### src/rtl/cam_pixel_capture_crop.sv
// -----------------------------------------------------------------------------
// cam_pixel_capture_crop
//
// Captures pixels from an OV7670-style parallel camera bus entirely in the
// clk_100 domain. The camera pclk/href/vsync are oversampled as data through
// two-flop samplers. Bytes are assembled into PIX_BYTES-wide pixels (first
// byte in the MSBs). A compile-time crop window with 2**DEC_LOG2 decimation
// selects the pixels that become linear-addressed RAM writes.
// Supports snapshot (arm, cont=0) and continuous (arm, cont=1) capture, abort,
// and short-frame error reporting.
//
// Ports:
//   clk_100      system clock, rising edge
//   rst_n        asynchronous active-low reset
//   cmos_pclk    camera pixel clock (sampled as data)
//   cmos_href    camera line valid
//   cmos_vsync   camera frame sync, high = blanking
//   cmos_db      camera data byte
//   arm          pulse, start capture (accepted only in IDLE)
//   cont         continuous mode, latched when arm is accepted
//   abort        pulse, return to IDLE immediately
//   wr_en        RAM write strobe
//   wr_addr      RAM write address (0 .. OUT_PIX-1)
//   wr_data      assembled pixel
//   busy         high outside IDLE
//   frame_done   one-cycle pulse, frame complete
//   frame_err    one-cycle pulse, frame cut short by vsync
//   frame_cnt    completed frame count, wraps
//
// Optional feature macro CAPTURE_STATS_EN: adds last_lines / last_pix outputs
// holding the final row count and write count of the last finished frame.
// -----------------------------------------------------------------------------
module cam_pixel_capture_crop #(
    parameter int DATA_W    = 8,
    parameter int PIX_BYTES = 2,
    parameter int H_ACTIVE  = 640,
    parameter int V_ACTIVE  = 480,
    parameter int CROP_X0   = 0,
    parameter int CROP_W    = 640,
    parameter int CROP_Y0   = 0,
    parameter int CROP_H    = 480,
    parameter int DEC_LOG2  = 0,
    parameter int ADDR_W    = 19
) (
    input  logic                          clk_100,
    input  logic                          rst_n,
    input  logic                          cmos_pclk,
    input  logic                          cmos_href,
    input  logic                          cmos_vsync,
    input  logic [DATA_W-1:0]             cmos_db,
    input  logic                          arm,
    input  logic                          cont,
    input  logic                          abort,
    output logic                          wr_en,
    output logic [ADDR_W-1:0]             wr_addr,
    output logic [DATA_W*PIX_BYTES-1:0]   wr_data,
    output logic                          busy,
    output logic                          frame_done,
    output logic                          frame_err,
    output logic [7:0]                    frame_cnt
`ifdef CAPTURE_STATS_EN
    ,
    output logic [9:0]                    last_lines,
    output logic [ADDR_W-1:0]             last_pix
`endif
);

    localparam int PIX_W    = DATA_W * PIX_BYTES;
    localparam int OUT_PIX  = (CROP_W >> DEC_LOG2) * (CROP_H >> DEC_LOG2);
    localparam int COL_W    = $clog2(H_ACTIVE + 1);
    localparam int ROW_W    = $clog2(V_ACTIVE + 1);
    localparam int PH_W     = (PIX_BYTES > 1) ? $clog2(PIX_BYTES) : 1;
    localparam int DEC_MASK = (1 << DEC_LOG2) - 1;
    localparam logic [ADDR_W-1:0] LAST_ADDR = ADDR_W'(OUT_PIX - 1);

    typedef enum logic [1:0] {IDLE, WAIT_VS, CAPTURE, DONE} state_t;

    state_t             state_q, state_d;
    logic               pclk_p1, pclk_p2, href_p1, href_p2, vsync_p1, vsync_p2;
    logic               pclk_rise, line_vld, href_fall, frame_start, vs_high;
    logic [COL_W-1:0]   col;
    logic [ROW_W-1:0]   row;
    logic [PH_W-1:0]    byte_ph;
    logic               cont_q;
    logic [PIX_W-1:0]   pix_sr, pix_next;
    logic               byte_take, pix_done, last_wr;
    logic               start_d, err_d, latch_cont, wr_en_d;

    function automatic int sat_inc(input int v, input int lim);
        return (v >= lim) ? v : v + 1;
    endfunction

    // Crop window plus decimation phase test for a completed pixel.
    function automatic logic in_window(input int c, input int r);
        return (c >= CROP_X0) && (c < CROP_X0 + CROP_W) &&
               (r >= CROP_Y0) && (r < CROP_Y0 + CROP_H) &&
               (((c - CROP_X0) & DEC_MASK) == 0) &&
               (((r - CROP_Y0) & DEC_MASK) == 0);
    endfunction

    // ---- sampler stage: p1 / p2 copies of the camera control lines ----
    always_ff @(posedge clk_100 or negedge rst_n) begin
        if (!rst_n) begin
            pclk_p1  <= 1'b0;
            pclk_p2  <= 1'b0;
            href_p1  <= 1'b0;
            href_p2  <= 1'b0;
            vsync_p1 <= 1'b0;
            vsync_p2 <= 1'b0;
        end else begin
            pclk_p1  <= cmos_pclk;
            pclk_p2  <= pclk_p1;
            href_p1  <= cmos_href;
            href_p2  <= href_p1;
            vsync_p1 <= cmos_vsync;
            vsync_p2 <= vsync_p1;
        end
    end

    assign pclk_rise   = pclk_p1 & ~pclk_p2;
    assign line_vld    = href_p1 & href_p2;
    assign href_fall   = href_p2 & ~href_p1;
    assign frame_start = ~vsync_p1 & vsync_p2;
    assign vs_high     = vsync_p1 & vsync_p2;

    // cmos_db is taken raw: it is stable around the sampled pclk rise.
    assign byte_take = (state_q == CAPTURE) && pclk_rise && line_vld;
    assign pix_done  = byte_take && (int'(byte_ph) == PIX_BYTES - 1);
    assign pix_next  = (pix_sr << DATA_W) | PIX_W'(cmos_db);
    assign last_wr   = wr_en && (wr_addr == LAST_ADDR);

    always_comb begin
        state_d    = state_q;
        start_d    = 1'b0;
        err_d      = 1'b0;
        latch_cont = 1'b0;
        if (abort) begin
            state_d = IDLE;
        end else begin
            case (state_q)
                IDLE: begin
                    if (arm) begin
                        state_d    = WAIT_VS;
                        latch_cont = 1'b1;
                    end
                end
                WAIT_VS: begin
                    if (frame_start) begin
                        state_d = CAPTURE;
                        start_d = 1'b1;
                    end
                end
                CAPTURE: begin
                    if (last_wr) begin
                        state_d = DONE;
                    end else if (vs_high) begin
                        err_d   = 1'b1;
                        state_d = cont_q ? WAIT_VS : IDLE;
                    end
                end
                DONE:    state_d = cont_q ? WAIT_VS : IDLE;
                default: state_d = IDLE;
            endcase
        end
        // Writes only while staying in CAPTURE: this drops a pixel that
        // completes alongside abort, vsync or the final write.
        wr_en_d = pix_done && (state_d == CAPTURE) && in_window(int'(col), int'(row));
    end

    // ---- capture stage: counters, address, write register ----
    always_ff @(posedge clk_100 or negedge rst_n) begin
        if (!rst_n) begin
            state_q   <= IDLE;
            cont_q    <= 1'b0;
            col       <= '0;
            row       <= '0;
            byte_ph   <= '0;
            wr_en     <= 1'b0;
            wr_addr   <= '0;
            wr_data   <= '0;
            frame_err <= 1'b0;
            frame_cnt <= '0;
        end else begin
            state_q   <= state_d;
            wr_en     <= wr_en_d;
            frame_err <= err_d;
            if (latch_cont) cont_q <= cont;
            if (wr_en_d) wr_data <= pix_next;
            if (state_q == DONE) frame_cnt <= frame_cnt + 8'd1;

            if (start_d) begin
                col     <= '0;
                row     <= '0;
                byte_ph <= '0;
                wr_addr <= '0;
            end else begin
                if (wr_en && !last_wr) wr_addr <= wr_addr + 1'b1;
                if (state_q == CAPTURE) begin
                    if (href_fall && (col != '0)) begin
                        col     <= '0;
                        row     <= ROW_W'(sat_inc(int'(row), V_ACTIVE));
                        byte_ph <= '0;
                    end else if (pix_done) begin
                        col     <= COL_W'(sat_inc(int'(col), H_ACTIVE));
                        byte_ph <= '0;
                    end else if (byte_take) begin
                        byte_ph <= byte_ph + 1'b1;
                    end
                end
            end
        end
    end

    // Byte assembly register; pure data, no reset needed.
    always_ff @(posedge clk_100) begin
        if (byte_take) pix_sr <= pix_next;
    end

    assign busy       = (state_q != IDLE);
    assign frame_done = (state_q == DONE);

`ifdef CAPTURE_STATS_EN
    // On DONE the frame ends inside line `row`, so it counts as one more line.
    always_ff @(posedge clk_100 or negedge rst_n) begin
        if (!rst_n) begin
            last_lines <= '0;
            last_pix   <= '0;
        end else if (state_q == DONE) begin
            last_lines <= 10'(int'(row) + 1);
            last_pix   <= ADDR_W'(OUT_PIX);
        end else if (err_d) begin
            last_lines <= 10'(row);
            last_pix   <= wr_addr + ADDR_W'(wr_en);
        end
    end
`endif

endmodule

### config.mk
export PLATFORM = sky130hd
export DESIGN_NAME = cam_pixel_capture_crop
export DESIGN_NICKNAME = d
export VERILOG_FILES = /design/src/rtl/cam_pixel_capture_crop.sv
export SDC_FILE = /design/constraint.sdc
export NUM_CORES = 1
export LEC_CHECK = 0
export ABC_AREA = 1
export CAP_MARGIN = 20
export CELL_PAD_IN_SITES_DETAIL_PLACEMENT = 0
export CELL_PAD_IN_SITES_GLOBAL_PLACEMENT = 1
export CORE_ASPECT_RATIO = 0.5
export CORE_MARGIN = 8
export CORE_UTILIZATION = 37
export DETAILED_ROUTE_END_ITERATION = 12
export PLACE_DENSITY_LB_ADDON = 0.1
export SLEW_MARGIN = 20
export SYNTH_ARGS = -nofsm -noshare
export SYNTH_HDL_FRONTEND = slang
export SYNTH_SLANG_ARGS = --single-unit
### constraint.sdc
create_clock -name clk_100 -period 1.98 [get_ports clk_100]
set_input_delay 0.198 -clock clk_100 [delete_from_list [all_inputs] [get_ports clk_100]]
set_output_delay 0.198 -clock clk_100 [all_outputs]
set_load 0.1 [all_outputs]
### Yosys cells after proc, flatten, opt, wreduce, memory -nomap -nowiden

Index checks and enable logic that the tools add are counted.

| storage, ports and cells | value |
|---|---|
| bits in registers | 82 |
| bits in latches | 0 |
| bits in writable memories | 0 |
| bits in read-only memories | 0 |
| input bits | 16 |
| output and inout port bits | 47 |
| word-level logic and storage cells | 96 |
| memories | 0 |

| cells by class | value |
|---|---|
| add/sub/neg operators | 5 |
| $mul | 0 |
| div/mod/pow operators | 0 |
| $lt $le $gt $ge | 4 |
| equal/unequal tests | 7 |
| shift operators | 0 |
| muxes and demuxes | 33 |
| bitwise operators | 9 |
| reductions and logical operators | 21 |

Operators by type and width:

| cell | count |
|---|---|
| 2-to-1 mux 10 bit | 5 |
| 2-to-1 mux 19 bit | 2 |
| 2-to-1 mux 9 bit | 4 |
| adder 19 x 1 -> 19 bit, second input constant | 1 |
| == test 19 bit, second input constant | 1 |
| 2-to-1 mux 1 bit | 16 |
| OR 16 x 8 -> 16 bit | 1 |
| adder 10 x 1 -> 10 bit, second input constant | 1 |
| >= comparator 10 bit, second input constant | 1 |
| < comparator 10 bit, second input constant | 1 |
| 2-to-1 mux 2 bit | 5 |
| nonzero test 10 bit | 1 |
| adder 9 x 1 -> 9 bit, second input constant | 1 |
| >= comparator 9 bit, second input constant | 1 |
| logical AND 1 bit | 9 |
| < comparator 9 bit, second input constant | 1 |
| adder 8 x 1 -> 8 bit, second input constant | 1 |
| one-hot mux 2 bit (4 select lines) | 1 |
| nonzero test 2 bit | 4 |
| == test 2 bit, second input constant | 3 |
| AND reduction 3 bit | 2 |
| AND 1 bit | 5 |
| nonzero test 4 bit | 1 |
| inequality test 3 bit, second input constant | 1 |
| other kinds (8) | 10 |

### Logic depth before layout (Yosys ltp)

Gate-level depths: netlist (run 1).

| logic depth | value |
|---|---|
| depth after elaboration | 9 |
| depth in mapped cells | 13 |
| mapped depth without buffers | 12 |

### Worst setup path before layout (run 1)

No wires, ideal clock.

| timing | value |
|---|---|
| path kind | reg-to-reg |
| from | register wr_addr[0] |
| to | register wr_data[1] |
| setup time | 0.122 ns |
| arrival | 2.585 ns |
| required time | 1.858 ns |
| slack | -0.727 ns |
| cell stages (with the launch flop) | 12 |
| buffers on the path | 1 |
| clock period less this slack | 2.707 ns |
| cells stage by stage | dfrtp_1 ha_1 nand3_2 nor2_4 nand3_2 nand2_2 nand2_2 a21oi_4 nand3_4 buf_6 nand2_1 nand2_1 |

| on the way | value |
|---|---|
| word-level cells in the longest chain between the ends | 8 |

RTL lines:

| element | RTL line | RTL |
|---|---|---|
| start, declared | 55 | `output logic [ADDR_W-1:0] wr_addr,` |
| start signal, assigned | 197 | `if (wr_en && !last_wr) wr_addr <= wr_addr + 1'b1;` |
| == test 19 bit | 130 | `assign last_wr = wr_en && (wr_addr == LAST_ADDR);` |
| logical AND 1 bit | 130 |  |
| 2-to-1 mux 2 bit | 154 | `if (last_wr) begin` |
| one-hot mux 2 bit (4 select lines) | 140 | `case (state_q)` |
| 2-to-1 mux 2 bit | 137 | `if (abort) begin` |
| == test 2 bit | 167 | `wr_en_d = pix_done && (state_d == CAPTURE) && in_window(int'(col), int'(row));` |
| logical AND 1 bit (2 in series) | 167 |  |
| end signal, assigned | 188 | `if (wr_en_d) wr_data <= pix_next;` |
| end, declared | 56 | `output logic [DATA_W*PIX_BYTES-1:0] wr_data,` |

No other way between the ends.
A chain may end at the register's enable or synchronous reset.

### Final worst setup path (run 1)

| timing | value |
|---|---|
| from | register col[7] |
| to | register col[0] |

| on the way | value |
|---|---|
| word-level cells in the longest chain between the ends | 5 |
| elaborated cells between the ends (all ways) | 9 |
| those cells by class | order compare (1); eq/ne (1); mux (3); reduce/logical (4) |

RTL lines:

| element | RTL line | RTL |
|---|---|---|
| start, declared | 81 | `logic [COL_W-1:0] col;` |
| start signal, assigned | 204 | `col <= COL_W'(sat_inc(int'(col), H_ACTIVE));` |
| branches (longest 5 deep; another with >= comparator 10 bit) | -- |  |

Several ways; the timed one is not identified. The select of a mux whose other input is x is not followed.

==> reports/results.ini, run 1 <==
[worst_setup_path]
crit_chain = nor2_2 -> nand4_1 -> o21ai_4 -> nand2_1 -> clkinv_1 -> nand3_1 -> nand2_4 -> buf_4 -> o21ai_0
crit_required_ns = 2.20
cp_slowest_cell = dfrtp_1
crit_end = col[0]
crit_path_start = col[7]
cp-start-kind = flop
r2r_slack_ns = 0.17
max_stage_delay_ns = 0.43
crit_type = reg2reg
path_max_fanout = 10
r2r_start = col[7]
end_kind = flop
ff2ff_path_depth = 9
cp_data_arrival_time_ns = 2.03
worst_r2r_endpoint = col[0]

[synth]
synth.top_cells.by_area = dfrtp_1 (44%), nand2_1 (11%), edfxtp_1 (5.8%), nand4_1 (4.8%), inv_1 (3.9%)
ys_seq_area_share_pct = 50.23
synth.avg_cell_area_sq_um = 8.881
syn_nets = 491
synth_ff_type = dfrtp_1
synth_cells = 469
yosysTopAreaCellShare_pct = 44.46
synth_edf_count = 8
ys_seq_elements = 82
synth_async_sr_flop_share_pct = 90.24
netlist_area_sq_um = 4165
yosys.area.top_type = dfrtp_1
ys.warnings.count = 0
synth_cell_type_count = 47

[global_route]
grt_max_degree = 52
overflow = 0
antenna_found_initial = 0
grt_pass1_wl_um = 17430
grt_pass1_vias = 3475
track_usage_pct = 13.87

[route]
wl_per_cell_um = 14.28
routed_wl_um = 10110
ant_nets = 0
vias_per_cell = 4.787
dr.pass1.iters = 4
num_vias = 3389
wl_met3_um = 376
wl_met2_um = 4419
drt_iter0_drc = 211
drcViolationCount = 0
wl_met1_um = 5222
routed.top_layer = met4

[worst_hold_path]
hp-class = in2reg

[floorplan]
die_x_um = 166.1
dieArea_sq_um = 15110
fp.dieH_um = 91.03
rows = 27
coreArea_sq_um = 10980
start_util_pct = 37.94
ios = 63

[place]
dpl.hpwl_um = 7306
place.port_buffers = 62
place_area_sq_um = 5042
place_ws_ns = 0.06695
dp_cells = 688
globalplace.congestion = 0.7844

[timing]
fin_crit_sh_pct = 91.39
setup_viol = 0
setup_ws_ns = 0.1706
drv_slew = 0
tightest_slew_ns = 0.4138
max-slew-margin-rel_pct = 72.20
finalHoldViolations = 0
fin_crit_ns = 1.809
maxClockFrequency_ghz = 0.5527
fin_skew_ns = 0.007526

[final_layout]
multi_input_area_sq_um = 1824
register_area_sq_um = 2141
fillers = 1081
diodes = 0
drive_gt1_share_pct = 25.75
nets = 580
fin_cells = 708
design_area_sq_um = 5375
syn2layout_area_growth_pct = 29.05

[clock_network]
cts_tree = done
clkTransAtPathRegs_ns = 0.07
clkLatencyLatePin_ns = 0.34
cts_max_level = 3
cts_inserted_buffers = 9
clock_path_buffers = 2
cts_num_sinks = 82
clock-root-buffer = clkbuf_16

[pwr]
leakage_nw = 2.500
irDropWorstVdd_v = 0.0003682
power_density_nw_per_um2 = 956.4

[run]
drv_cap = 0

[outcome]
status = completed

## final cells by class
type                       count  area share (%)
tap                          145           3.375
inverter                      50           3.585
sequential                    82           39.83
multi-input combinational    326           33.94
clock inverter                 7           1.257
timing repair buffer          89           13.83
clock buffer                   9           4.190
## stage by stage
step                      utilization, %  power (mW)  setup TNS, ns  hold WS (ns)
after CTS                          48.68       5.210              0        0.2785
after global placement             45.93       3.520              0        0.1290
final                              48.96       5.141              0        0.2903
after detailed placement           45.93       3.527              0        0.1340
after floorplan                        -       3.126         -1.493      -0.09759
after global routing               48.96       5.433      -0.008902        0.2931
## cells in the final DEF, fill, tap and decap left out, types with 4 or more instances in the layout
cell type	count
dfrtp_4	10
nand2_2	6
ha_1	5
o21ai_0	21
a21oi_1	8
xnor2_1	7
nand3_1	27
clkdlybuf4s50_1	14
edfxtp_1	8
dfrtp_2	9
o31ai_1	6
dfrtp_1	55
xor2_1	15
nand4_1	32
nor4_1	4
buf_4	71
inv_2	5
nand3_2	4
nand2_1	119
clkbuf_16	9
nor3_1	11
nor2_1	31
inv_1	41
## cells in the mapped netlist, drive strengths merged (2+ instances only)
cell type / count
nand3: 33
nor3: 12
a21boi: 2
inv: 47
or2: 2
edfxtp: 8
xnor2: 7
ha: 6
nand4: 32
buf: 3
nand3b: 2
xor2: 15
dfrtp: 74
nor4: 5
a31o: 2
nor2: 36
clkinv: 3
o31ai: 6
a21oi: 9
nand2: 127
o21ai: 24
clkbuf: 8
## critical path: cells and delay by family, from the launching register on
family	cells	cell delay (ns)
compound gates	2	0.31
buf+inv	2	0.25
flops	1	0.43
simple gates	5	0.70
## how the worst min path moves through the flow
| stage | from | end | slack, ns | cells after the start |
|---|---|---|---|---|
| after global placement | rst_n | col[5] | 0.13 | 1 |
| after floorplan | rst_n | byte_ph | -0.1 | 0 |
| after global routing | cmos_href | href_p1 | 0.29 | 1 |
| final | cmos_pclk | pclk_p1 | 0.29 | 1 |
| after detailed placement | rst_n | col[5] | 0.13 | 1 |
| after CTS | cmos_pclk | pclk_p1 | 0.28 | 1 |
## registers in the layout, indices dropped and copies added (netlist names), 2 cells and up
signal	flops
wr_addr	19
wr_data	16
col	10
row	9
frame_cnt	8
pix_sr	8
state_q	2
## layer usage
metal,global-route usage (%),vias to the layer above
met5,0,-
met4,3.381,0
met3,4.059,8
met2,21.14,51
met1,19.06,1591
li1,-,1739
## kinds of logic after synthesis
family,count (synthesis),share of synthesized area (%)
muxes,1,0.2703
adders and majority gates,6,1.802
and+or+nand+nor,250,29.26
DFF,82,50.23
buffers and inverters,61,6.638
AOI/OAI and AO/OA,47,7.180
xor gates and xnor gates,22,4.626
## power by group
group / total (mW) / internal (mW) / leakage, nW / switching (mW)
Combinational: 1.38 / 0.382 / 1.32 / 0.997
Clock: 1.65 / 0.890 / 0.143 / 0.758
Sequential: 2.11 / 1.91 / 1.03 / 0.208
## what timing repair did
| action | in CTS | in global routing |
|---|---|---|
| hold buffers | 1 | 0 |
| endpoints found under the hold margin | 23 | 0 |
| endpoints found under the setup margin | 0 | 10 |
| setup buffers | 0 | 3 |
| resized for setup | 0 | 4 |
(Power assumes the default switching activity.)
==> run 2, diff against run 1 <==
- CORE_UTILIZATION: 37 -> 38
- CTS_BUF_LIST: unset -> sky130_fd_sc_hd__clkbuf_4 sky130_fd_sc_hd__clkbuf_8
==> reports/results.ini, run 2 (same netlist as run 1, synthesis figures left out) <==
[global_route]
grt_pass1_vias = 3566  ; +2.6%
grt_pass1_wl_um = 17500  ; +0.40%
track_usage_pct = 14.38  ; +0.51 points
met2_usage_pct = 21.90  ; +0.76 points
busiest_layer = met2
antenna_found_initial = 0  ; unchanged
overflow = 0  ; unchanged
grtUsageMet3_pct = 3.822  ; -0.24 points
met1_usage_pct = 19.85  ; +0.80 points
grt_max_degree = 42  ; -19%

[worst_hold_path]
min_from = cmos_href
hp-class = in2reg
hold_depth = 1  ; unchanged
holdPathEnd = href_p1

[pwr]
leakage_nw = 2.491  ; -0.35%
power_density_nw_per_um2 = 911.9  ; -4.7%
power.total_mw = 4.886  ; -5.0%
irDropWorstVdd_v = 0.0004109  ; +12%

[clock_network]
cts_max_level = 3  ; unchanged
clock_path_buffers = 2  ; unchanged
cts_tree = done
clkLatencyLatePin_ns = 0.36  ; +0.02 ns
clkTransAtPathRegs_ns = 0.09  ; +0.02 ns
cts_num_sinks = 82  ; unchanged
cts_inserted_buffers = 9  ; unchanged
clock-root-buffer = clkbuf_8

[worst_setup_path]
ff2ff_path_depth = 8  ; -1
crit_chain = inv_2 -> ha_1 -> nand3_1 -> o21ai_4 -> nor3_4 -> clkinv_1 -> buf_4 -> o31ai_1
path_max_fanout = 8  ; -2
cp-start-kind = flop
end_kind = flop
cp_slowest_cell = dfrtp_1
cp_data_arrival_time_ns = 2.07  ; +0.04 ns
crit_required_ns = 2.25  ; +0.05 ns
crit_type = reg2reg
max_stage_delay_ns = 0.39  ; -0.04 ns
r2r_slack_ns = 0.18  ; about the same
worst_r2r_endpoint = row[6]
r2r_start = col[0]

[route]
vias_per_cell = 4.787  ; about the same
wl_per_cell_um = 14.16  ; -0.86%
dr.pass1.iters = 4  ; unchanged
ant_nets = 0  ; unchanged
routed_wl_um = 10080  ; -0.30%
drcViolationCount = 0  ; unchanged
drt_iter0_drc = 194  ; -8.1%
num_vias = 3408  ; +0.56%

[timing]
finalHoldViolations = 0  ; unchanged
max-slew-margin-rel_pct = 62.89  ; -9.3 points
maxClockFrequency_ghz = 0.5549  ; +0.40%
rsz0062_at_grt = no
setup_ws_ns = 0.1778  ; +0.007278 ns
fin_crit_sh_pct = 91.02  ; -0.37 points
setup_viol = 0  ; unchanged
hold_slack_ns = 0.2738  ; -0.01654 ns
drv_slew = 0  ; unchanged
fin_tns_setup_ns = 0  ; unchanged
fin_skew_ns = 0.01208  ; +0.004557 ns
fin_crit_ns = 1.802  ; -0.007278 ns
tightest_slew_ns = 0.5566  ; +0.1428 ns

[final_layout]
syn2layout_area_growth_pct = 28.63
final_cell_mix = nand2_1 (118), buf_4 (73), dfrtp_1 (55), inv_1 (41)
design_area_sq_um = 5358  ; -0.33%
diodes = 0  ; unchanged
register_area_sq_um = 2141  ; unchanged
drive_gt1_share_pct = 26.28  ; +0.52 points
fin_cells = 712  ; +0.56%
top_register = wr_addr
fillers = 1053  ; -2.6%
multi_input_area_sq_um = 1819  ; -0.27%
largest_reg_flops = 19  ; unchanged
final_common_cell = nand2_1
nets = 584  ; +0.69%
final_util_pct = 49.41  ; +0.45 points
reg_top3 = wr_addr x19, wr_data x16, col x10

[floorplan]
coreArea_sq_um = 10840  ; -1.2%
dieArea_sq_um = 14770  ; -2.3%
rows = 27  ; unchanged
fp.dieH_um = 90.03  ; -1.1%
ios = 63  ; unchanged
start_util_pct = 38.41  ; +0.47 points
die_x_um = 164.1  ; -1.2%

[place]
place_area_sq_um = 5082  ; +0.79%
dpl.hpwl_um = 7491  ; +2.5%
place_ws_ns = 0.1147  ; +0.04770 ns
place.port_buffers = 62  ; unchanged
dp_cells = 690  ; +0.29%
globalplace.congestion = 0.8218  ; +4.8%

[outcome]
status = completed

[run]
drv_cap = 0  ; unchanged

## run 2: routing by layer
layer,routed length [um],vias up
met1,5047,1597
li1,-,1744
met4,73,0
met2,4469,61
met3,492,6
met5,0,-
## run 2: cell type report
| cell class | count | share of cell area, % |
|---|---|---|
| Clock inverter | 7 | 1.892 |
| Inverter | 50 | 3.596 |
| Sequential cell | 82 | 39.96 |
| Timing Repair Buffer | 93 | 14.90 |
| Multi-Input combinational cell | 326 | 33.96 |
| Clock buffer | 9 | 2.312 |
| Tap cell | 145 | 3.386 |
## run 2: power by group
group	switching (mW)	internal (mW)	total (mW)
clock	0.658	0.721	1.38
sequential	0.207	1.90	2.11
combinational	1.00	0.394	1.39
## run 2: worst max path at each step
stage | start | end | slack [ns] | depth (start not counted)
after floorplan | wr_addr[0] | wr_data[1] | -0.15 | 11
after global placement | col[0] | col[4] | 0.14 | 10
after detailed placement | col[0] | col[5] | 0.11 | 10
after CTS | col[0] | col[4] | 0.09 | 10
after global routing | wr_addr[18] | wr_data[8] | 0.001 | 11
final | col[0] | row[6] | 0.18 | 8
## run 2: repair_timing
action | in CTS | in global routing
setup buffers | 0 | 5
endpoints found under the setup margin | 0 | 20
hold buffers | 1 | 0
gates resized for setup | 0 | 2
endpoints found under the hold margin | 39 | 0
## run 2: worst max-delay path: cells and delay by family, from the launching register on
| kind | cells | cell delay [ns] |
|---|---|---|
| buf+inv | 3 | 0.42 |
| flops | 1 | 0.39 |
| simple gates | 2 | 0.39 |
| compound gates | 2 | 0.31 |
| fa+ha+maj | 1 | 0.21 |
